### src/rtl/flit_sink.sv
// Receive-side flit endpoint: HEAD/DATA/TAIL framing check plus packet, flit, error and toggle statistics.
// Build with FLIT_SINK_TOGGLE_EN defined to include the payload toggle-counting path.
module flit_sink #(
  parameter int DATAW  = 66,
  parameter int TYPEW  = 2,
  parameter int VCHW   = 1,
  parameter int CNTW   = 32,
  parameter int MAXLEN = 64
) (
  input  logic             clk,
  input  logic             rst_,
  input  logic [DATAW-1:0] idata,
  input  logic             ivalid,
  input  logic [VCHW-1:0]  ivch,
  input  logic             clr,
  output logic             busy,
  output logic             pkt_done,
  output logic [15:0]      pkt_len,
  output logic [CNTW-1:0]  pkt_cnt,
  output logic [CNTW-1:0]  flit_cnt,
  output logic [CNTW-1:0]  err_cnt,
  output logic             err,
  output logic [7:0]       toggle_last,
  output logic [CNTW-1:0]  toggle_cnt
);

  localparam int PW = DATAW - TYPEW;
  localparam logic [TYPEW-1:0] T_NONE = TYPEW'(0);
  localparam logic [TYPEW-1:0] T_HEAD = TYPEW'(1);
  localparam logic [TYPEW-1:0] T_TAIL = TYPEW'(2);
  localparam logic [TYPEW-1:0] T_DATA = TYPEW'(3);

  typedef enum logic [0:0] {IDLE = 1'b0, BODY = 1'b1} state_t;

  state_t           state_q, state_d;
  logic [VCHW-1:0]  cur_vch_q, cur_vch_d;
  logic [15:0]      len_q, len_d;
  logic [15:0]      pkt_len_q, pkt_len_d;
  logic [CNTW-1:0]  pkt_cnt_q, pkt_cnt_d;
  logic [CNTW-1:0]  flit_cnt_q, flit_cnt_d;
  logic [CNTW-1:0]  err_cnt_q, err_cnt_d;
  logic             err_q, err_d;
  logic             pkt_done_q, pkt_done_d;
  logic             frame_err_s;
  logic [TYPEW-1:0] flit_type_s;
  logic             flit_ok_s;

  function automatic logic [CNTW-1:0] sat_inc(input logic [CNTW-1:0] v);
    if (&v) begin
      return v;
    end else begin
      return v + {{(CNTW-1){1'b0}}, 1'b1};
    end
  endfunction

  assign flit_type_s = idata[DATAW-1 -: TYPEW];
  assign flit_ok_s   = ivalid && (flit_type_s != T_NONE);

  // Framing FSM and packet/flit/error counters: next-state logic.
  always_comb begin
    state_d     = state_q;
    cur_vch_d   = cur_vch_q;
    len_d       = len_q;
    pkt_len_d   = pkt_len_q;
    pkt_cnt_d   = pkt_cnt_q;
    flit_cnt_d  = flit_cnt_q;
    err_cnt_d   = err_cnt_q;
    err_d       = err_q;
    pkt_done_d  = 1'b0;
    frame_err_s = 1'b0;
    if (clr) begin
      state_d    = IDLE;
      cur_vch_d  = {VCHW{1'b0}};
      len_d      = 16'd0;
      pkt_len_d  = 16'd0;
      pkt_cnt_d  = {CNTW{1'b0}};
      flit_cnt_d = {CNTW{1'b0}};
      err_cnt_d  = {CNTW{1'b0}};
      err_d      = 1'b0;
    end else if (flit_ok_s) begin
      flit_cnt_d = sat_inc(flit_cnt_q);
      case (state_q)
        IDLE: begin
          if (flit_type_s == T_HEAD) begin
            state_d   = BODY;
            cur_vch_d = ivch;
            len_d     = 16'd0;
          end else begin
            frame_err_s = 1'b1;
          end
        end
        BODY: begin
          // A channel switch mid-packet aborts regardless of flit type.
          if (ivch != cur_vch_q) begin
            frame_err_s = 1'b1;
            state_d     = IDLE;
          end else begin
            case (flit_type_s)
              T_DATA: begin
                if (len_q >= 16'(MAXLEN)) begin
                  frame_err_s = 1'b1;
                  state_d     = IDLE;
                end else begin
                  len_d = len_q + 16'd1;
                end
              end
              T_TAIL: begin
                pkt_len_d  = len_q;
                pkt_cnt_d  = sat_inc(pkt_cnt_q);
                pkt_done_d = 1'b1;
                state_d    = IDLE;
              end
              T_HEAD: begin
                frame_err_s = 1'b1;
                cur_vch_d   = ivch;
                len_d       = 16'd0;
              end
              default: frame_err_s = 1'b0;
            endcase
          end
        end
        default: state_d = IDLE;
      endcase
      if (frame_err_s) begin
        err_cnt_d = sat_inc(err_cnt_q);
        err_d     = 1'b1;
      end else begin
        err_d = err_q;
      end
    end else begin
      pkt_done_d = 1'b0;
    end
  end

  // Framing FSM and counter registers.
  always_ff @(posedge clk or negedge rst_) begin
    if (!rst_) begin
      state_q    <= IDLE;
      cur_vch_q  <= {VCHW{1'b0}};
      len_q      <= 16'd0;
      pkt_len_q  <= 16'd0;
      pkt_cnt_q  <= {CNTW{1'b0}};
      flit_cnt_q <= {CNTW{1'b0}};
      err_cnt_q  <= {CNTW{1'b0}};
      err_q      <= 1'b0;
      pkt_done_q <= 1'b0;
    end else begin
      state_q    <= state_d;
      cur_vch_q  <= cur_vch_d;
      len_q      <= len_d;
      pkt_len_q  <= pkt_len_d;
      pkt_cnt_q  <= pkt_cnt_d;
      flit_cnt_q <= flit_cnt_d;
      err_cnt_q  <= err_cnt_d;
      err_q      <= err_d;
      pkt_done_q <= pkt_done_d;
    end
  end

  assign busy     = (state_q == BODY);
  assign pkt_done = pkt_done_q;
  assign pkt_len  = pkt_len_q;
  assign pkt_cnt  = pkt_cnt_q;
  assign flit_cnt = flit_cnt_q;
  assign err_cnt  = err_cnt_q;
  assign err      = err_q;

`ifdef FLIT_SINK_TOGGLE_EN
  logic [PW-1:0]   prev_q, prev_d;
  logic [PW-1:0]   diff_q, diff_d;
  logic            dv_q, dv_d;
  logic [7:0]      tlast_q, tlast_d;
  logic [CNTW-1:0] tcnt_q, tcnt_d;
  logic [7:0]      pc_s;

  function automatic logic [7:0] popcount(input logic [PW-1:0] v);
    logic [7:0] c;
    c = 8'd0;
    for (int i = 0; i < PW; i++) begin
      c = c + {7'd0, v[i]};
    end
    return c;
  endfunction

  function automatic logic [CNTW-1:0] sat_add(input logic [CNTW-1:0] a, input logic [7:0] b);
    logic [CNTW:0] s;
    s = {1'b0, a} + (CNTW+1)'(b);
    if (s[CNTW]) begin
      return {CNTW{1'b1}};
    end else begin
      return s[CNTW-1:0];
    end
  endfunction

  assign pc_s = popcount(diff_q);

  // Two-stage toggle pipeline: XOR against previous payload, then popcount and accumulate.
  always_comb begin
    prev_d  = prev_q;
    diff_d  = diff_q;
    dv_d    = 1'b0;
    tlast_d = tlast_q;
    tcnt_d  = tcnt_q;
    if (clr) begin
      prev_d  = {PW{1'b0}};
      diff_d  = {PW{1'b0}};
      tlast_d = 8'd0;
      tcnt_d  = {CNTW{1'b0}};
    end else begin
      if (flit_ok_s) begin
        diff_d = idata[PW-1:0] ^ prev_q;
        prev_d = idata[PW-1:0];
        dv_d   = 1'b1;
      end else begin
        dv_d = 1'b0;
      end
      if (dv_q) begin
        tlast_d = pc_s;
        tcnt_d  = sat_add(tcnt_q, pc_s);
      end else begin
        tlast_d = tlast_q;
      end
    end
  end

  // Toggle pipeline registers.
  always_ff @(posedge clk or negedge rst_) begin
    if (!rst_) begin
      prev_q  <= {PW{1'b0}};
      diff_q  <= {PW{1'b0}};
      dv_q    <= 1'b0;
      tlast_q <= 8'd0;
      tcnt_q  <= {CNTW{1'b0}};
    end else begin
      prev_q  <= prev_d;
      diff_q  <= diff_d;
      dv_q    <= dv_d;
      tlast_q <= tlast_d;
      tcnt_q  <= tcnt_d;
    end
  end

  assign toggle_last = tlast_q;
  assign toggle_cnt  = tcnt_q;
`else
  logic unused_payload_s;
  assign unused_payload_s = ^idata[PW-1:0];
  assign toggle_last = 8'd0;
  assign toggle_cnt  = {CNTW{1'b0}};
`endif

endmodule

### config.mk
export PLATFORM = sky130hd
export DESIGN_NAME = flit_sink
export DESIGN_NICKNAME = d
export VERILOG_FILES = /design/src/rtl/flit_sink.sv
export SDC_FILE = /design/constraint.sdc
export NUM_CORES = 1
export LEC_CHECK = 0
export ABC_AREA = 1
export BUFFER_PORTS_ARGS = -buffer_cell sky130_fd_sc_hd__buf_2
export CELL_PAD_IN_SITES_DETAIL_PLACEMENT = 1
export CELL_PAD_IN_SITES_GLOBAL_PLACEMENT = 1
export CORE_MARGIN = 1.5
export CORE_UTILIZATION = 34
export DETAILED_ROUTE_END_ITERATION = 10
export HOLD_SLACK_MARGIN = 0.02
export PLACE_DENSITY_LB_ADDON = 0.1
export SLEW_MARGIN = 10
export SYNTH_ARGS = -nofsm -noshare
export SYNTH_HDL_FRONTEND = slang
export SYNTH_SLANG_ARGS = --single-unit
### constraint.sdc
create_clock -name clk -period 1.7 [get_ports clk]
set_clock_uncertainty 0.1 [all_clocks]
set_input_delay 0.255 -clock clk [delete_from_list [all_inputs] [get_ports clk]]
set_output_delay 0.255 -clock clk [all_outputs]
set_load 0.02 [all_outputs]
== Word-level counts from Yosys, hierarchy flattened ==
Index checks and enable logic that the tools add are counted.

* Logic and storage cells: 95
* Output and inout port bits: 155
* Bits of input ports: 71
* Register bits after elaboration: 132

* Muxes and demuxes: 52
* Equality and inequality tests: 12
* Reduce and logical (&&, ||, !) cells: 16
* Bitwise logic cells: 1
* Order comparisons: 1
* Add/sub/neg operators: 4

{| class="wikitable"
|+ Operator list
! cell !! count
|-
| 32-bit two-way mux || 13
|-
| 16-bit two-way mux || 10
|-
| 32-bit by 1-bit adder with 32-bit output (second input constant) || 3
|-
| 32-bit AND reduction || 3
|-
| 16-bit one-hot mux with 2 select lines || 2
|-
| 1-bit two-way mux || 22
|-
| 16-bit by 1-bit adder with 16-bit output (second input constant) || 1
|-
| 16-bit by 7-bit greater-or-equal comparator with 1-bit output (second input constant) || 1
|-
| 1-bit one-hot mux with 2 select lines || 5
|-
| 5-bit AND reduction || 2
|-
| 2-bit nonzero test || 5
|-
| 2-bit inequality test (second input constant) || 4
|-
| 3-bit inequality test (second input constant) || 2
|-
| 2-bit AND reduction || 3
|-
| 2-bit equality test (second input constant) || 2
|-
| 4-bit by 2-bit inequality test with 1-bit output (second input constant) || 1
|-
| 4-bit inequality test (second input constant) || 1
|-
| 4-bit AND reduction || 1
|-
| 3-bit AND reduction || 1
|-
| 2-bit by 1-bit equality test with 1-bit output (second input constant) || 1
|-
| 1-bit logical AND || 1
|-
| 1-bit inequality test || 1
|-
| 1-bit NOT || 1
|}

== Longest topological paths before layout ==
* Depth in word-level cells: 10
* Mapped depth: 11
* Depth with buffers taken out: 11

== Worst setup path before layout ==
Ideal clock, no wire load.

* Path type: register -> register
* From: reg err_cnt_q[0], in the netlist err_cnt[0]
* To: reg err_cnt_q[21], in the netlist err_cnt[21]
* Library setup time: 118 ps
* Buffers on the path: 1
* Stages on the path, launching flop included: 10
* Slack: -282 ps
* Arrival time: 1764 ps
* Cells stage by stage: dfrtp_1 > ha_1 > nand3_2 > inv_2 > nand2_4 > nor2_4 > nand4_2 > clkbuf_1 > nand4_1 > nand2_1

* Word-level cells in the longest chain between the ends: 5
* Elaborated cells on any way between the ends: 8
* Classes of those cells: add/sub: 1; eq/ne: 1; mux: 4; reduce/logical: 2

{| class="wikitable"
|+ RTL lines
! element !! RTL line !! source
|-
| from (decl) || 41 || <nowiki>logic [CNTW-1:0] err_cnt_q, err_cnt_d;</nowiki>
|-
| from (signal assigned) || 144 || <nowiki>err_cnt_q <= {CNTW{1'b0}};</nowiki>
|-
| from (signal assigned) || 154 || <nowiki>err_cnt_q <= err_cnt_d;</nowiki>
|-
| 32-bit by 1-bit adder with 32-bit output || 52 || <nowiki>return v + {{(CNTW-1){1'b0}}, 1'b1};</nowiki>
|-
| 32-bit two-way mux || 49 || <nowiki>if (&v) begin</nowiki>
|-
| 32-bit two-way mux || 124 || <nowiki>if (frame_err_s) begin</nowiki>
|-
| 32-bit two-way mux || 80 || <nowiki>end else if (flit_ok_s) begin</nowiki>
|-
| 32-bit two-way mux || 71 || <nowiki>if (clr) begin</nowiki>
|}

Several ways; a longest one is shown, not always the timed one. The select of a mux whose other input is x is not followed.
A chain may end at the register's enable or synchronous reset.

== Final worst setup path ==
* From: reg flit_cnt_q[11], in the netlist flit_cnt[11]
* To: reg flit_cnt_q[0], in the netlist flit_cnt[0]

* Word-level cells in the longest chain between the ends: 3

{| class="wikitable"
|+ RTL lines
! element !! RTL line !! source
|-
| from (decl) || 40 || <nowiki>logic [CNTW-1:0] flit_cnt_q, flit_cnt_d;</nowiki>
|-
| from (signal assigned) || 143 || <nowiki>flit_cnt_q <= {CNTW{1'b0}};</nowiki>
|-
| from (signal assigned) || 153 || <nowiki>flit_cnt_q <= flit_cnt_d;</nowiki>
|-
| 32-bit AND reduction || 49 ||
|-
| 2-bit inequality test (no source line) || -- ||
|-
| 2-bit AND reduction (no source line) || -- ||
|}

Every way passes these cells.

==> impl_metrics.yaml <==
worst_setup_path:
  r2r_end: "flit_cnt[0]"
  critPathMaxFanout: 6
  start_kind: "flop"
  cpPeakStageDelay_ps: 370
  cp_top_family: "simple AND/OR/NAND/NOR gates"
  reg2reg_depth: 10
  crit_chain: "nand2_2 -> nor2_1 -> nand3_1 -> nor2_1 -> nand4_1 -> nand2_4 -> buf_8 -> buf_12 -> nand2_2 -> o21ai_1"
  worstPathArrival_ps: 2060
  ff2ff_setup_slack_ps: -110
  cp_slowest_cell: "dfrtp_1"
  crit_type: "flop to flop"
  required_ps: 1950
  worstReg2RegStart: "flit_cnt[11]"
  worst_setup_path_end_kind: "flop"
  crit_buf_inv: 2
  path_depth: 10
cts:
  clockRootBuffer: "clkbuf_16"
  clockBufferDepth: 2
  cts_tree: "yes"
  cts_sinks: 132
  htree_num_levels: 4
  clkTransAtPathRegs_ps: 60
  clkLatencyLatePin_ps: 430
  cts_made_buffers: 17
power_and_ir_drop:
  sw_frac_of_total: 0.293
  p_comb_frac: 0.131
  p_sw_uw: 2470
  total_leakage_power_uw: 0.00648
  p_per_area_mw_per_mm2: 636
  p_total_uw: 8440
  power_frac_seq: 0.383
  p_clk_frac: 0.486
  p_int_uw: 5970
  vdd_drop_max_uv: 387
placed_design:
  io_buffers: 121
  detailed_place_hpwl_um: 24300
  finalWeightedCongestion: 0.853
  pre_cts_slack_ps: -114
  placed_area_mm2: 0.0113
die:
  start_util: 0.349
  die_x_um: 164
  rows: 58
  die_y_um: 164
  coreArea_mm2: 0.0253
  io_pins: 226
  die-area_mm2: 0.0270
sta:
  max_freq_mhz: 554
  hold_viol: 0
  slew_violations: 0
  setup_viol: 85
  rsz0062_at_grt: "true"
  tightest_slew_ps: 536
  max_slew_margin: 0.642
  fin_setup_tns_ps: -3660
  period_needed_ps: 1810
  final.setup.worst_slack_ps: -106
  period_share: 1.06
flow_run:
  drv_cap: 0
cells_and_area:
  drive_gt1_frac: 0.385
  layout_commonest_cell: "nand2_1"
  final_area_mm2: 0.0133
  nets: 1778
  layout_common_cells: "391 x nand2_1, 222 x buf_4, 143 x nor2_1"
  diodes: 0
  fillers: 3293
  synthToLayoutAreaGrowth_pct: 50.2
route:
  wl_per_cell_um: 17.3
  vias: 10300
  wl_um: 35400
  initialDrtViolationCount: 455
  viasPerCell: 5.02
  drt-pass1-iter-count: 4
  drc: 0
  ant_nets: 0
outcome:
  violations: "setup timing"
  run_status: "complete, but fails checks"
logic_synthesis:
  syn_area_per_cell_um2: 6.57
  ys_seq_area_frac: 0.374
  synthCells: 1345
  netlist_area_mm2: 0.00884
  ys_types: 33
  synth_warnings: 0
  ys_seq_elements: 132
min_path:
  worstHoldStart: "ivalid"
  min_to: "busy"
  hold_depth: 4
  hold_class: "primary input to flop"
global_routing:
  gr-total-overflow: 0
  grt_usage: 0.253
  antenna_found_initial: 1
  grt_pass1_wl_um: 53300
  grt_pass1_vias: 10300
  grt_max_degree: 44
-- cell families (layout without fill, tap and decap cells) --
family,Yosys count,count (layout),synth area share
compound gates,81,81,0.0503
xor+xnor,32,32,0.0317
fa+ha+maj,5,5,0.00708
buf+inv,194,524,0.107
flops,132,132,0.374
other cells,1,40,0.000424
simple gates,900,901,0.430
-- worst reg2reg max path, cell delays in order, from the launching register on --
cell and delay (ps):
dfrtp_1 370, nand2_2 110, nor2_1 160, nand3_1 100, nor2_1 140, nand4_1 170
nand2_4 180, buf_8 160, buf_12 140, nand2_2 50, o21ai_1 60
-- cells in the mapped netlist (all sizes together) --
master	number	area, µm²
o211ai	2	15.0
or2	2	12.5
clkinv	1	3.75
inv	113	424
dfrtp	132	3300
ha	5	62.6
a21o	1	7.51
xnor2	10	87.6
o21ai	71	355
nand2	488	1860
nand4	47	300
buf	67	469
xor2	22	193
nor2	208	826
nor4	2	12.5
conb	1	3.75
nor3	26	140
o21bai	6	45.0
clkbuf	13	48.8
a31oi	1	21.3
nand3	127	651
-- timing repair --
item | 4_1_cts | 5_1_grt
gates cloned | 3 | 8
gates resized for setup | 78 | 256
hold endpoints to repair | 133 | 0
pin swaps | 17 | 35
setup endpoints to repair | 96 | 114
buffers inserted | 26 | 20
hold buffers | 2 | 0
-- through the flow --
| stage | hold WS, ps | util | instances |
|---|---|---|---|
| 3_3_place_gp | 45.2 | 0.444 | 1962 |
| 4_1_cts | 129 | 0.485 | 2023 |
| 6_report | 137 | 0.524 | 2045 |
| 2_1_floorplan | -141 | - | 1384 |
| 5_1_grt | 183 | 0.524 | 2045 |
| 3_5_place_dp | 45.8 | 0.444 | 1962 |
-- per-layer routing --
layer	vias to the layer above	global-route usage	routed length [µm]
met2	205	0.440	18100
li1	4934	-	-
met1	5067	0.324	15500
met5	-	0	12
met4	2	0.0719	598
met3	49	0.0369	1200
-- registers in the layout, indices dropped and copies added, names as in the netlist --
register / count
pkt_done: 1
flit_cnt: 32
len_q: 16
busy: 1
err_cnt: 32
err: 1
pkt_cnt: 32
pkt_len: 16
cur_vch_q: 1
-- cell type report --
class,instances,area [µm²],area share
repair inverters,1,7.51,0.000566
clock buffers,18,439,0.0331
flip-flops and latches,132,3330,0.251
clock inverters,14,190,0.0143
inverters,114,459,0.0346
repair buffers,377,2850,0.215
well taps,330,413,0.0311
multi-input cells,1059,5580,0.421
-- worst max-delay path by stage --
stage               slack (ps)      endpoint         start
finish                    -110   flit_cnt[0]  flit_cnt[11]
floorplan                  -30    err_cnt[2]    err_cnt[0]
global placement           -80   pkt_cnt[27]   pkt_cnt[28]
detailed placement        -110   err_cnt[23]     idata[64]
CTS                        -90   pkt_cnt[31]   pkt_cnt[28]
global route              -190  flit_cnt[12]  flit_cnt[11]
-- power by group through the flow --
| stage | combinational (µW) | clock (µW) | sequential [µW] |
|---|---|---|---|
| after floorplan | 500 | 0 | 3350 |
| after global placement | 895 | 0 | 3290 |
| after detailed placement | 914 | 0 | 3290 |
| after CTS | 991 | 4160 | 3230 |
| after global routing | 1190 | 4290 | 3240 |
| final | 1100 | 4100 | 3240 |
No activity file was read; power rests on OpenSTA's default activity.
